<file path="src/rtl/mult_pkg.sv">
// Shared helpers and stage sideband type for the pipelined tree multiplier.
package mult_pkg;

   // Ceiling log2, used for tree depth.
   function automatic int clog2(input int v);
      int r;
      r = 0;
      for (int i = 0; i < 31; i++) begin
         if ((64'd1 << i) < 64'(v)) r = i + 1;
      end
      return r;
   endfunction

   // Floor log2, used to find the tree level of a heap node index.
   function automatic int flog2(input int v);
      int r;
      r = 0;
      for (int i = 0; i < 31; i++) begin
         if ((64'd1 << i) <= 64'(v)) r = i;
      end
      return r;
   endfunction

   function automatic bit is_pow2(input int v);
      return (v > 0) && ((v & (v - 1)) == 0);
   endfunction

   // One partial-product stage plus one stage per tree level.
   function automatic int lat_of(input int w);
      return clog2(w) + 1;
   endfunction

   localparam int DEF_WIDTH = 4;
   localparam int DEF_LAT   = lat_of(DEF_WIDTH);

   typedef struct packed {
      logic valid;
      logic sgn;
   } sb_t;

endpackage

</file>
<file path="src/rtl/mult_pp_gen.sv">
// Combinational partial-product generator; signed mode negates the MSB row.
module mult_pp_gen
   import mult_pkg::*;
#(
   parameter int WIDTH = DEF_WIDTH
) (
   input  logic [WIDTH-1:0]   a_i,
   input  logic [WIDTH-1:0]   b_i,
   input  logic               sgn_i,
   output logic [2*WIDTH-1:0] pp_o [WIDTH]
);

   localparam int PW = 2 * WIDTH;

   logic [PW-1:0] ext;
   logic [PW-1:0] term;

   always_comb begin
      ext  = sgn_i ? {{WIDTH{a_i[WIDTH-1]}}, a_i}
                   : {{WIDTH{1'b0}}, a_i};
      term = '0;
      for (int i = 0; i < WIDTH; i++) begin
         term = b_i[i] ? (ext << i) : '0;
         // In two's complement the top multiplier bit weighs -2^(W-1).
         if (sgn_i && (i == WIDTH - 1)) begin
            pp_o[i] = -term;
         end else begin
            pp_o[i] = term;
         end
      end
   end

endmodule

</file>
<file path="src/rtl/multiplier_pl_tree.sv">
// Fully pipelined multiplier: registered partial products reduced by a
// registered pairwise adder tree, with a single global stall.
module multiplier_pl_tree
   import mult_pkg::*;
#(
   parameter int WIDTH = DEF_WIDTH
) (
   input  logic               clk,
   input  logic               rst,
   input  logic               in_valid,
   output logic               in_ready,
   input  logic [WIDTH-1:0]   in_a,
   input  logic [WIDTH-1:0]   in_b,
   input  logic               in_signed,
   output logic               out_valid,
   input  logic               out_ready,
   output logic [2*WIDTH-1:0] out_p,
   output logic               busy
);

   localparam int LAT = lat_of(WIDTH);
   localparam int LVL = LAT - 1;
   localparam int PW  = 2 * WIDTH;
   localparam int NN  = 2 * WIDTH;

   if (WIDTH < 4 || WIDTH > 16 || !is_pow2(WIDTH)) begin : g_bad_width
      $error("multiplier_pl_tree: WIDTH must be a power of two in 4..16");
   end

   logic [PW-1:0] pp     [WIDTH];
   // Heap layout: leaves at WIDTH..2*WIDTH-1, root at 1.
   logic [PW-1:0] node_q [1:NN-1];
   logic [PW-1:0] sum_d  [1:WIDTH-1];
   sb_t           sb_q   [0:LVL];
   sb_t           sb_d   [0:LVL];
   logic          stall;
   logic          adv;

   mult_pp_gen #(
      .WIDTH (WIDTH)
   ) u_pp_gen (
      .a_i   (in_a),
      .b_i   (in_b),
      .sgn_i (in_signed),
      .pp_o  (pp)
   );

   for (genvar k = 1; k < WIDTH; k++) begin : g_add
      assign sum_d[k] = node_q[2*k] + node_q[2*k+1];
   end

   assign out_valid = sb_q[LVL].valid;
   assign out_p     = node_q[1];
   assign stall     = out_valid & ~out_ready;
   assign in_ready  = ~stall;
   assign adv       = ~stall;

   always_comb begin
      sb_d[0].valid = in_valid;
      sb_d[0].sgn   = in_signed & in_valid;
      for (int s = 1; s <= LVL; s++) begin
         sb_d[s] = sb_q[s-1];
      end
   end

   always_comb begin
      busy = 1'b0;
      for (int s = 0; s <= LVL; s++) begin
         busy = busy | sb_q[s].valid;
      end
   end

   always_ff @(posedge clk or posedge rst) begin
      if (rst) begin
         for (int s = 0; s <= LVL; s++) begin
            sb_q[s] <= '0;
         end
         for (int k = 1; k < NN; k++) begin
            node_q[k] <= '0;
         end
      end else if (adv) begin
         sb_q <= sb_d;
         if (in_valid) begin
            for (int i = 0; i < WIDTH; i++) begin
               node_q[WIDTH+i] <= pp[i];
            end
         end
         // A node loads only when the stage feeding it holds valid data.
         for (int k = 1; k < WIDTH; k++) begin
            if (sb_q[LVL-flog2(k)-1].valid) begin
               node_q[k] <= sum_d[k];
            end
         end
      end
   end

endmodule
</file>
<file path="config.mk">
export PLATFORM = sky130hd
export DESIGN_NAME = multiplier_pl_tree
export DESIGN_NICKNAME = d
export VERILOG_FILES = /design/src/rtl/mult_pkg.sv /design/src/rtl/mult_pp_gen.sv /design/src/rtl/multiplier_pl_tree.sv
export SDC_FILE = /design/constraint.sdc
export NUM_CORES = 1
export LEC_CHECK = 0
export ABC_AREA = 1
export CAP_MARGIN = 20
export CORE_ASPECT_RATIO = 0.9
export CORE_MARGIN = 2
export CORE_UTILIZATION = 50
export CTS_CLUSTER_SIZE = 24
export DETAILED_ROUTE_END_ITERATION = 7
export PLACE_DENSITY = 0.74
export SYNTH_ARGS = -nofsm -noshare
export SYNTH_HDL_FRONTEND = slang
export SYNTH_SLANG_ARGS = --single-unit
export TNS_END_PERCENT = 50
</file>
<file path="constraint.sdc">
create_clock -name clk -period 1.6 [get_ports clk]
set_input_delay 0.32 -clock clk [delete_from_list [all_inputs] [get_ports clk]]
set_output_delay 0.32 -clock clk [all_outputs]
set_load 0.01 [all_outputs]
</file>
==> flow_summary_export.csv <==
group,metric,value,unit
status,outcome,"finished clean",
sta,layout_min_cycle_time,1.582,ns
place,io_buffers,23,
routing,dr_total_vias,1881,
sta,slew_viol_final,0,
place,gp_congestion,0.8022,
layout,stdcell_count,378,
routing,wl_per_cell,12.55,µm
synthesis,synthesis.nets,308,
layout,mostFrequentLayoutCell,"nand2_1",
synthesis,synth_area_per_cell,8.627,µm²
floorplan,die_h,69.59,µm
place,dp_hpwl,3.536,mm
sta,clock_skew,0.008521,ns
synthesis,syn-cell-area,2390,µm²
synthesis,synth_cell_types,25,
layout,layout_common_cells,"nand2_1, dfrtp_1, inv_1",
run,cap_violations,0,
layout,final_layout_size_suffix_gt1_share,15.19,%
sta,fin_crit_sh,98.90,%
global_routing,gr-total-overflow,0,
clock_tree,cts_tree,"yes",
global_routing,grt_max_degree,46,
routing,wl,4.744,mm
pwr,power.leakage,1.468,nW
setup_path,worst-setup-path-type,"flop to flop",
place,place_inst,367,
setup_path,arrival,1.78,ns
routing,drt_iter0_markers,83,
setup_path,worstPathRequired,1.80,ns
clock_tree,clk_pin_slew,0.08,ns
global_routing,grt_pass1_wl,8.204,mm
layout,post-route-util,64.11,%
clock_tree,numCtsBuffers,5,
layout,regArea,1126,µm²
layout,n_fill_cell,410,
floorplan,start_util,52.89,%
pwr,power.density,1496,nW/µm²
synthesis,synth_compound_area_share,9.058,%
clock_tree,cts-htree-levels,2,
min_path,hold_path.class,"input port to async pin",
synthesis,synth_xor_area_share,1.832,%
place,post-place-ws,-0.1767,ns
routing,detail-route-antenna-nets,0,
floorplan,core_area,4518,µm²
sta,hold_slack,0.3633,ns
sta,slew-limit-headroom,81.75,%
layout,antenna_cells,0,
synthesis,synth_top_family_by_area,"simple AND/OR/NAND/NOR gates",
sta,final.setup.worst_slack,0.01762,ns
setup_path,crit_start,"node_q[42]$_DFFE_PP0P_",
clock_tree,cts_hold_buf,0,
routing,drc,0,
synthesis,ys_seq_area_share,47.12,%
synthesis,synth-simple-area-share,23.30,%
synthesis,synth_fa_ha_area_share,10.37,%
layout,nets,346,
global_routing,antenna_found_initial,0,
clock_tree,cts_buffer_depth,2,
sta,finalSetupViolations,0,
floorplan,dieArea,5349,µm²
clock_tree,cts-root-buf,"clkbuf_8",
floorplan,ioPinCount,24,
clock_tree,clk_latency,0.30,ns
routing,drtPass1Iterations,4,
sta,max_freq,0.6320,GHz
clock_tree,clock_sinks,45,
setup_path,r2r_start,"node_q[42]$_DFFE_PP0P_",
routing,vias_per_cell,4.976,
sta,hold_viol_final,0,
global_routing,grt.total_usage,19.22,%
setup_path,crit_path_start_kind,"flop",
layout,multi_input_area,1100,µm²
synthesis,yosysWarnings,0,
floorplan,row_count,23,
sta,worstMarginPinSlew,0.2718,ns
synthesis,synth_cells,277,
synthesis,ys_ff_latch,45,
global_routing,grt_pass1_vias,1862,
floorplan,die_x,76.88,µm
sta,rsz0062_at_grt,"yes",
pwr,vdd_drop_max,0.0007077,V
synthesis,synth_mux_area_share,0,%
layout,area_delta_synth_final,21.20,%
setup_path,cp-end-kind,"flop",
setup_path,critPathMaxFanout,2,
power breakdown:
part           total (mW)  leakage [nW]  internal (mW)  switching (mW)
clock network       0.688        0.0450          0.303           0.385
logic                1.90         0.848          0.901           0.995
registers            1.75         0.575           1.50           0.248
sequential cells by signal, indices dropped and copies added (netlist names):
signal,count
out_valid,1
node_q,34
out_p,8
sb_d,2
stage by stage:
| stage | power, mW | area [µm²] | setup TNS (ns) |
|---|---|---|---|
| final | 4.334 | 2897 | 0 |
| after global routing | 4.699 | 2897 | -0.03157 |
| after CTS | 4.227 | 2844 | 0 |
| after detailed placement | 3.551 | 2763 | -0.2121 |
| after global placement | 3.478 | 2763 | -0.1738 |
| after floorplan | 3.012 | 2392 | 0 |
kinds of logic (layout without fill, tap and decap cells):
logic type      count (synthesis)  in the layout
compound gates                 42             42
xor+xnor                        5              5
fa+ha+maj                      18             18
buf+inv                        40             79
flops                          45             45
simple gates                  127            127
path summary, 6_finish.rpt:
path / cells past startpoint / endpoint / slack (ns)
min reg2reg: 2 / out_p[3]$_DFFE_PP0P_ / 0.48
min: 3 / out_valid$_DFFE_PP0N_ / 0.36
max in group asynchronous: 3 / node_q[17]$_DFFE_PP0P_ / 1.02
max reg2reg: 7 / out_p[6]$_DFFE_PP0P_ / 0.02
min in group clk: 2 / out_p[3]$_DFFE_PP0P_ / 0.48
max: 7 / out_p[6]$_DFFE_PP0P_ / 0.02
what timing repair did:
action / in CTS / in global routing
endpoints found under the setup margin: 4 / 4
resized for setup: 4 / 7
setup buffers: 0 / 3
pin swaps: 0 / 3
cells in the mapped netlist:
| cell | count | area, µm² |
|---|---|---|
| nand2_1 | 91 | 341.6 |
| dfrtp_1 | 45 | 1126 |
| inv_1 | 23 | 86.33 |
| nand3_1 | 17 | 85.08 |
| ha_1 | 15 | 187.7 |
| o21ai_0 | 15 | 75.07 |
| o21ai_1 | 12 | 60.06 |
| a21oi_1 | 10 | 50.05 |
| buf_4 | 8 | 60.06 |
| nor2_1 | 7 | 26.28 |
| inv_2 | 4 | 15.01 |
| buf_2 | 3 | 15.01 |
| fa_1 | 3 | 60.06 |
| nand2_4 | 3 | 33.78 |
| o22ai_1 | 3 | 18.77 |
| xnor2_1 | 3 | 26.28 |
| a31oi_1 | 2 | 12.51 |
| buf_6 | 2 | 22.52 |
| nand3_2 | 2 | 20.02 |
| nand4_1 | 2 | 12.51 |
| or2_2 | 2 | 12.51 |
| xor2_1 | 2 | 17.52 |
| nand2_2 | 1 | 6.260 |
| nand3b_1 | 1 | 7.510 |
| nor2_4 | 1 | 11.26 |
critical path, cell delays in order (launching register included):
cell     delay (ns)
dfrtp_1        0.42
ha_4           0.18
fa_2           0.40
nand3_2        0.09
nand2_2        0.06
or2_4          0.23
nand3_2        0.05
nand2_1        0.05
final cells by class:
type / count / area share, %
Sequential cell: 45 / 38.88
Multi-Input combinational cell: 192 / 37.97
Timing Repair Buffer: 44 / 14.13
Inverter: 27 / 3.499
Tap cell: 62 / 2.678
Clock buffer: 6 / 2.505
Clock inverter: 2 / 0.3456
per-layer routing:
layer,up-vias,global-route usage (%),routed length [µm]
met1,871,24.55,2216
met3,10,3.646,203
li1,964,-,-
met2,36,32.46,2243
met4,0,7.273,81
met5,-,0,0
Note: power is estimated with default switching activity, not from simulation.
==> edit 1: new RTL, same flow settings <==
Set the package constant `DEF_WIDTH` to 8 (it was 4).
--- a/src/rtl/mult_pkg.sv
+++ b/src/rtl/mult_pkg.sv
@@ -32,3 +32,3 @@
 
-   localparam int DEF_WIDTH = 4;
+   localparam int DEF_WIDTH = 8;
    localparam int DEF_LAT   = lat_of(DEF_WIDTH);
Ports: changed (resized in_a, in_b and out_p); port bits go from 24 to 40. The function was not compared with the original's and may differ.
==> edit 1 against the unedited design <==
The flow now finishes with violations (negative setup slack). Wire length rose to 5.4 times the old value. Synthesized area rose to 4.2 times the old value. Worst hold slack got worse by 96 ps. Power rose to 5.7 times the old value. Cell area rose to 4.5 times the old value. Sequential cell count rose by 127. Worst setup slack got worse by 43 ps. Sequential power rose to 4.2 times the old value. First-iteration DRC count rose to 7.2 times the old value. Critical path type unchanged. Largest power group unchanged.
==> edit 1: results (changes against the unedited design) <==
grt_usage_pct: 23.6  # was 19.2%
drt_iter0_markers: 600  # was 83
synthXorXnorAreaFrac_pct: 2.59  # was 1.83%
ys_seq_area_share_pct: 42.4  # was 47.1%
synth_cell_type_count: 28  # was 25
cp_slowest_stage_delay_ps: 450  # was 420 ps
synth-compound-area-share_pct: 9.40  # was 9.06%
max_cap_viol_count: 0  # unchanged
placed_cells: 1677  # was 367
regMostFlops: "node_q"  # unchanged
grt_pass1_vias: 8420  # was 1862
cts_made_buffers: 17  # was 5
p_leak_nw: 6.63  # was 1.47 nW
nets: 1566  # was 346
numSequentialCells: 172  # was 45
clockRootBuffer: "clkbuf_16"  # was clkbuf_8
synthAdderAreaFrac_pct: 9.89  # was 10.4%
timing.setup.tns_ps: -97.7  # was 0 ps
htreeDepth: 4  # was 2
gp_congestion: 0.941  # was 0.802
vias: 9015  # was 1881
slew_headroom_pct: 66.9  # was 81.8%
wl_per_cell_um: 14.7  # was 12.6 um
grt_pass1_wl_um: 40800  # was 8200 um
insertion_delay_ps: 440  # was 300 ps
yosysWarnings: 0  # unchanged
drc: 0  # unchanged
buffers: 179  # was 44
avgSynthCellArea_sq_um: 7.61  # was 8.63 sq um
peakVddDrop_mv: 0.962  # was 0.708 mV
syn_nets: 1431  # was 308
multi_input_cells: 973  # was 192
setup_ws_ps: -25.4  # was 17.6 ps
buf_share_pct: 11.8  # was 14.1%
clockBufferDepth: 2  # unchanged
multi_input_area_share_pct: 44.6  # was 38.0%
hpwlAfterDp_um: 18000  # was 3540 um
synthTopCellsByArea: "dfrtp_1 (42%), nand2_1 (18%), ha_1 (8.5%)"  # was dfrtp_1 (47%), nand2_1 (14%), ha_1 (7.9%)
largest_reg_flops: 152  # was 34
crit_arrival_ps: 1950  # was 1780 ps
num_antenna_cells: 0  # unchanged
status: "finished, violations left"  # was finished, final reports clean
path_max_fanout: 3  # was 2
place_ws_ps: -232  # was -177 ps
io_buffers: 39  # was 23
crit_family: "simple AND/OR/NAND/NOR gates"  # was adder cells
register_area_sq_um: 4300  # was 1130 sq um
dr.pass1.iters: 5  # was 4
ys_top_cells_by_count: "nand2_1 (495), dfrtp_1 (172), inv_1 (123)"  # was nand2_1 (91), dfrtp_1 (45), inv_1 (23)
nNonClkInverters: 126  # was 27
grt_max_degree: 61  # was 46
skew_ps: 10.6  # was 8.52 ps
wl_um: 25500  # was 4740 um
violations: "negative setup slack"
clockNetworkAreaShare_pct: 4.75  # was 2.85%
clock_buffers: 19  # was 6
drive_gt1_share_pct: 22.9  # was 15.2%
nFillCells: 1578  # was 410
setup-violations-final: 6  # was 0
==> edit 1: cell types whose count changed after synthesis, sizes merged, moves of 22 or more <==
cell / delta
ha: +54
dfrtp: +127
nand3: +76
inv: +99
nand2: +401
xnor2: +22
o21ai: +90
a21oi: +33
nor2: +61
buf: +37
==> edit 1: stage by stage <==
step           cell area, sq um  total power, mW
3_3_place_gp              11500             17.7
6_report                  13100             24.9
5_1_grt                   13100             26.8
3_5_place_dp              11500             18.0
4_1_cts                   12300             22.9
2_1_floorplan             10200             14.3
==> edit 1: kinds of logic (layout without fill, tap and decap cells) <==
family          Yosys count  in the layout
xor+xnor                 30             30
simple gates            685            685
flops                   172            172
buf+inv                 189            337
compound gates          182            182
fa+ha+maj                76             76
==> edit 1: where the power goes <==
group	internal, mW	switching [mW]	total, mW
Combinational	6.22	7.00	13.2
Sequential	5.90	1.37	7.27
Clock	2.62	1.80	4.42
Total	14.7	10.2	24.9
==> edit 1: worst paths after layout <==
kind                        startpoint     endpoint  slack [ps]  cells past startpoint
max in group asynchronous          rst  node_q[174]         780                      3
hold reg to reg              out_p[13]    out_p[13]         470                      2
setup reg to reg           node_q[215]    out_p[10]         -30                      7
setup / recovery           node_q[215]    out_p[10]         -30                      7
min in group clk             out_p[13]    out_p[13]         470                      2
hold / removal                     rst  node_q[136]         270                      2
==> edit 1: what timing repair did <==
action,CTS,global route
endpoints found under the setup margin,60,59
buffers inserted,6,22
hold buffers,0,0
pin swaps,6,43
resized for setup,73,135
==> edit 1: per-layer routing <==
metal,vias to the layer above,routed length [um],track usage [%]
met5,-,0,0
met4,0,324,6.54
met3,27,1050,4.16
met2,202,12100,38.0
met1,4240,12000,33.0
li1,4546,-,-
==> edit 2: new RTL, same flow settings <==
Without the edit above. Reset style: synchronous (`rst`), changed in one clocked block.
--- a/src/rtl/multiplier_pl_tree.sv
+++ b/src/rtl/multiplier_pl_tree.sv
@@ -72,3 +72,3 @@
 
-   always_ff @(posedge clk or posedge rst) begin
+   always_ff @(posedge clk) begin
       if (rst) begin
Check against the original RTL: differs if rst is asserted again (counterexample within 4 cycles, from zero or initial values and one cycle with rst high); with rst held inactive, the same outputs for 10 cycles.
==> edit 2 against the unedited design <==
The flow now finishes with violations (negative setup slack). Critical endpoint is now node_q[0][21]. Via count shrank 19%. Wire length shrank 24%. Highest routed layer unchanged. First-iteration DRC count shrank 60%. Sequential cell count is the same. Cell area shrank 2.5%. Worst setup slack lost 60 ps. Synthesized area shrank 0.79%.
Power is not compared: it rests on default switching activity, and its combinational part moved more than twofold at a synthesized area within 25%.
==> edit 2: results (changes against the unedited design) <==
status: "finished, violations left"  # was finished, final reports clean
violations: "negative setup slack"
clockBufferDepth: 2  # unchanged
regMostFlops: "node_q"  # unchanged
skew_ps: 9.99  # was 8.52 ps
clockRootBuffer: "clkbuf_8"  # unchanged
cts.clk_slew.worst_paths_ps: 80  # about the same
hpwlAfterDp_um: 2690  # was 3540 um
nFillCells: 375  # was 410
dr.pass1.iters: 4  # unchanged
nets: 289  # was 346
timing.setup.tns_ps: -42.5  # was 0 ps
largest_reg_flops: 42  # was 34
worstMarginPinSlew_ps: 307  # was 272 ps
cp_slowest_stage_delay_ps: 380  # was 420 ps
async_flop_share_pct: 0  # was 100%
grt_pass1_wl_um: 6240  # was 8200 um
drive_gt1_share_pct: 14.7  # was 15.2%
num_antenna_cells: 0  # unchanged
setup-violations-final: 1  # was 0
insertion_delay_ps: 300  # about the same
path_max_fanout: 3  # was 2
postCtsSetupRepairBufs: 0  # unchanged
io_buffers: 23  # unchanged
ys_top_cells_by_count: "edfxtp_1 (42), nand2_1 (38), nor2_1 (38)"  # was nand2_1 (91), dfrtp_1 (45), inv_1 (23)
setup_ws_ps: -42.5  # was 17.6 ps
antenna_found_initial: 0  # unchanged
syn_nets: 258  # was 308
vias_per_cell: 4.78  # was 4.98
synthTopCellsByArea: "edfxtp_1 (53%), ha_1 (7.9%), nand2_1 (6.0%)"  # was dfrtp_1 (47%), nand2_1 (14%), ha_1 (7.9%)
grt_pass1_vias: 1459  # was 1862
drt_iter0_markers: 33  # was 83
ys_seq_area_share_pct: 55.7  # was 47.1%
synth-edff-count: 42  # was 0
wl_um: 3600  # was 4740 um
p_leak_nw: 1.24
gp_congestion: 0.816  # was 0.802
placed_area_sq_um: 2710  # was 2760 sq um
crit_arrival_ps: 1700  # was 1780 ps
grt_max_degree: 21  # was 46
yosysWarnings: 0  # unchanged
cts_made_buffers: 5  # unchanged
crit_family: "adder cells"  # unchanged
htreeDepth: 2  # unchanged
hp-class: "flip-flop to flip-flop"  # was primary input to asynchronous set/reset pin
synth_cell_type_count: 26  # was 25
cp_slowest_cell: "edfxtp_1"  # was dfrtp_1
grt_usage_pct: 15.0  # was 19.2%
peakVddDrop_mv: 0.579
-- edit 2: changes by cell type after synthesis, moves of 12 or more --
| cell | delta |
|---|---|
| dfrtp_1 | -45 |
| edfxtp_1 | +42 |
| nand2_1 | -53 |
| nor2_1 | +31 |
| o21ai_0 | -13 |
| o21ai_1 | -12 |
-- edit 2: cell type report --
| class | count | area, sq um | area share (%) |
|---|---|---|---|
| inverters | 30 | 115 | 4.07 |
| clock buffers | 6 | 72.6 | 2.57 |
| well taps | 62 | 77.6 | 2.75 |
| repair buffers | 34 | 340 | 12.0 |
| multi-input cells | 142 | 883 | 31.3 |
| clock inverters | 2 | 10.0 | 0.354 |
| flip-flops and latches | 45 | 1330 | 46.9 |
-- edit 2: final timing paths --
check,from,endpoint,slack (ps),depth (start not counted)
max,node_q[0][33],node_q[0][21],-40,8
min,sb_d[3],sb_d[3],520,2
max reg2reg,node_q[0][33],node_q[0][21],-40,8
min reg2reg,sb_d[3],sb_d[3],520,2
-- edit 2: what timing repair did --
action,4_1_cts,5_1_grt
pin swaps,2,3
endpoints found under the setup margin,4,6
endpoints found under the hold margin,0,0
resized for setup,6,9
hold buffers,0,0
-- edit 2: layer usage --
metal	vias up	track usage, %	share of wire [%]
met5	-	0	0
met4	0	5.45	1.4
met3	7	5.86	4.3
met2	27	26.0	51
met1	693	16.8	43
li1	806	-	-
-- edit 2: power by group --
group          switching, mW  internal (mW)  total [mW]
clock network          0.361          0.302       0.664
registers             0.0334           1.37        1.40
logic                  0.207          0.173       0.380
-- edit 2: stage by stage --
| stage | worst slack [ps] | instances |
|---|---|---|
| after CTS | -47.2 | 321 |
| after global routing | -115 | 321 |
| after detailed placement | -147 | 313 |
| after floorplan | 12.2 | 227 |
| final | -42.5 | 321 |
| after global placement | -143 | 313 |
-- edit 2: worst min-delay path, cell delays in order (launching register included) --
cell	delay (ps)
dfxtp_4	370
nand2_1	60
o21ai_0	60
-- edit 2: cells by family after synthesis --
logic type	count (synthesis)	share of synthesized area, %
AO/OA/AOI/OAI	22	5.07
XOR/XNOR	4	1.48
adder cells (fa/ha/maj)	18	10.4
buffers and inverters	40	8.34
flip-flops	45	55.7
AND/OR/NAND/NOR	98	18.9
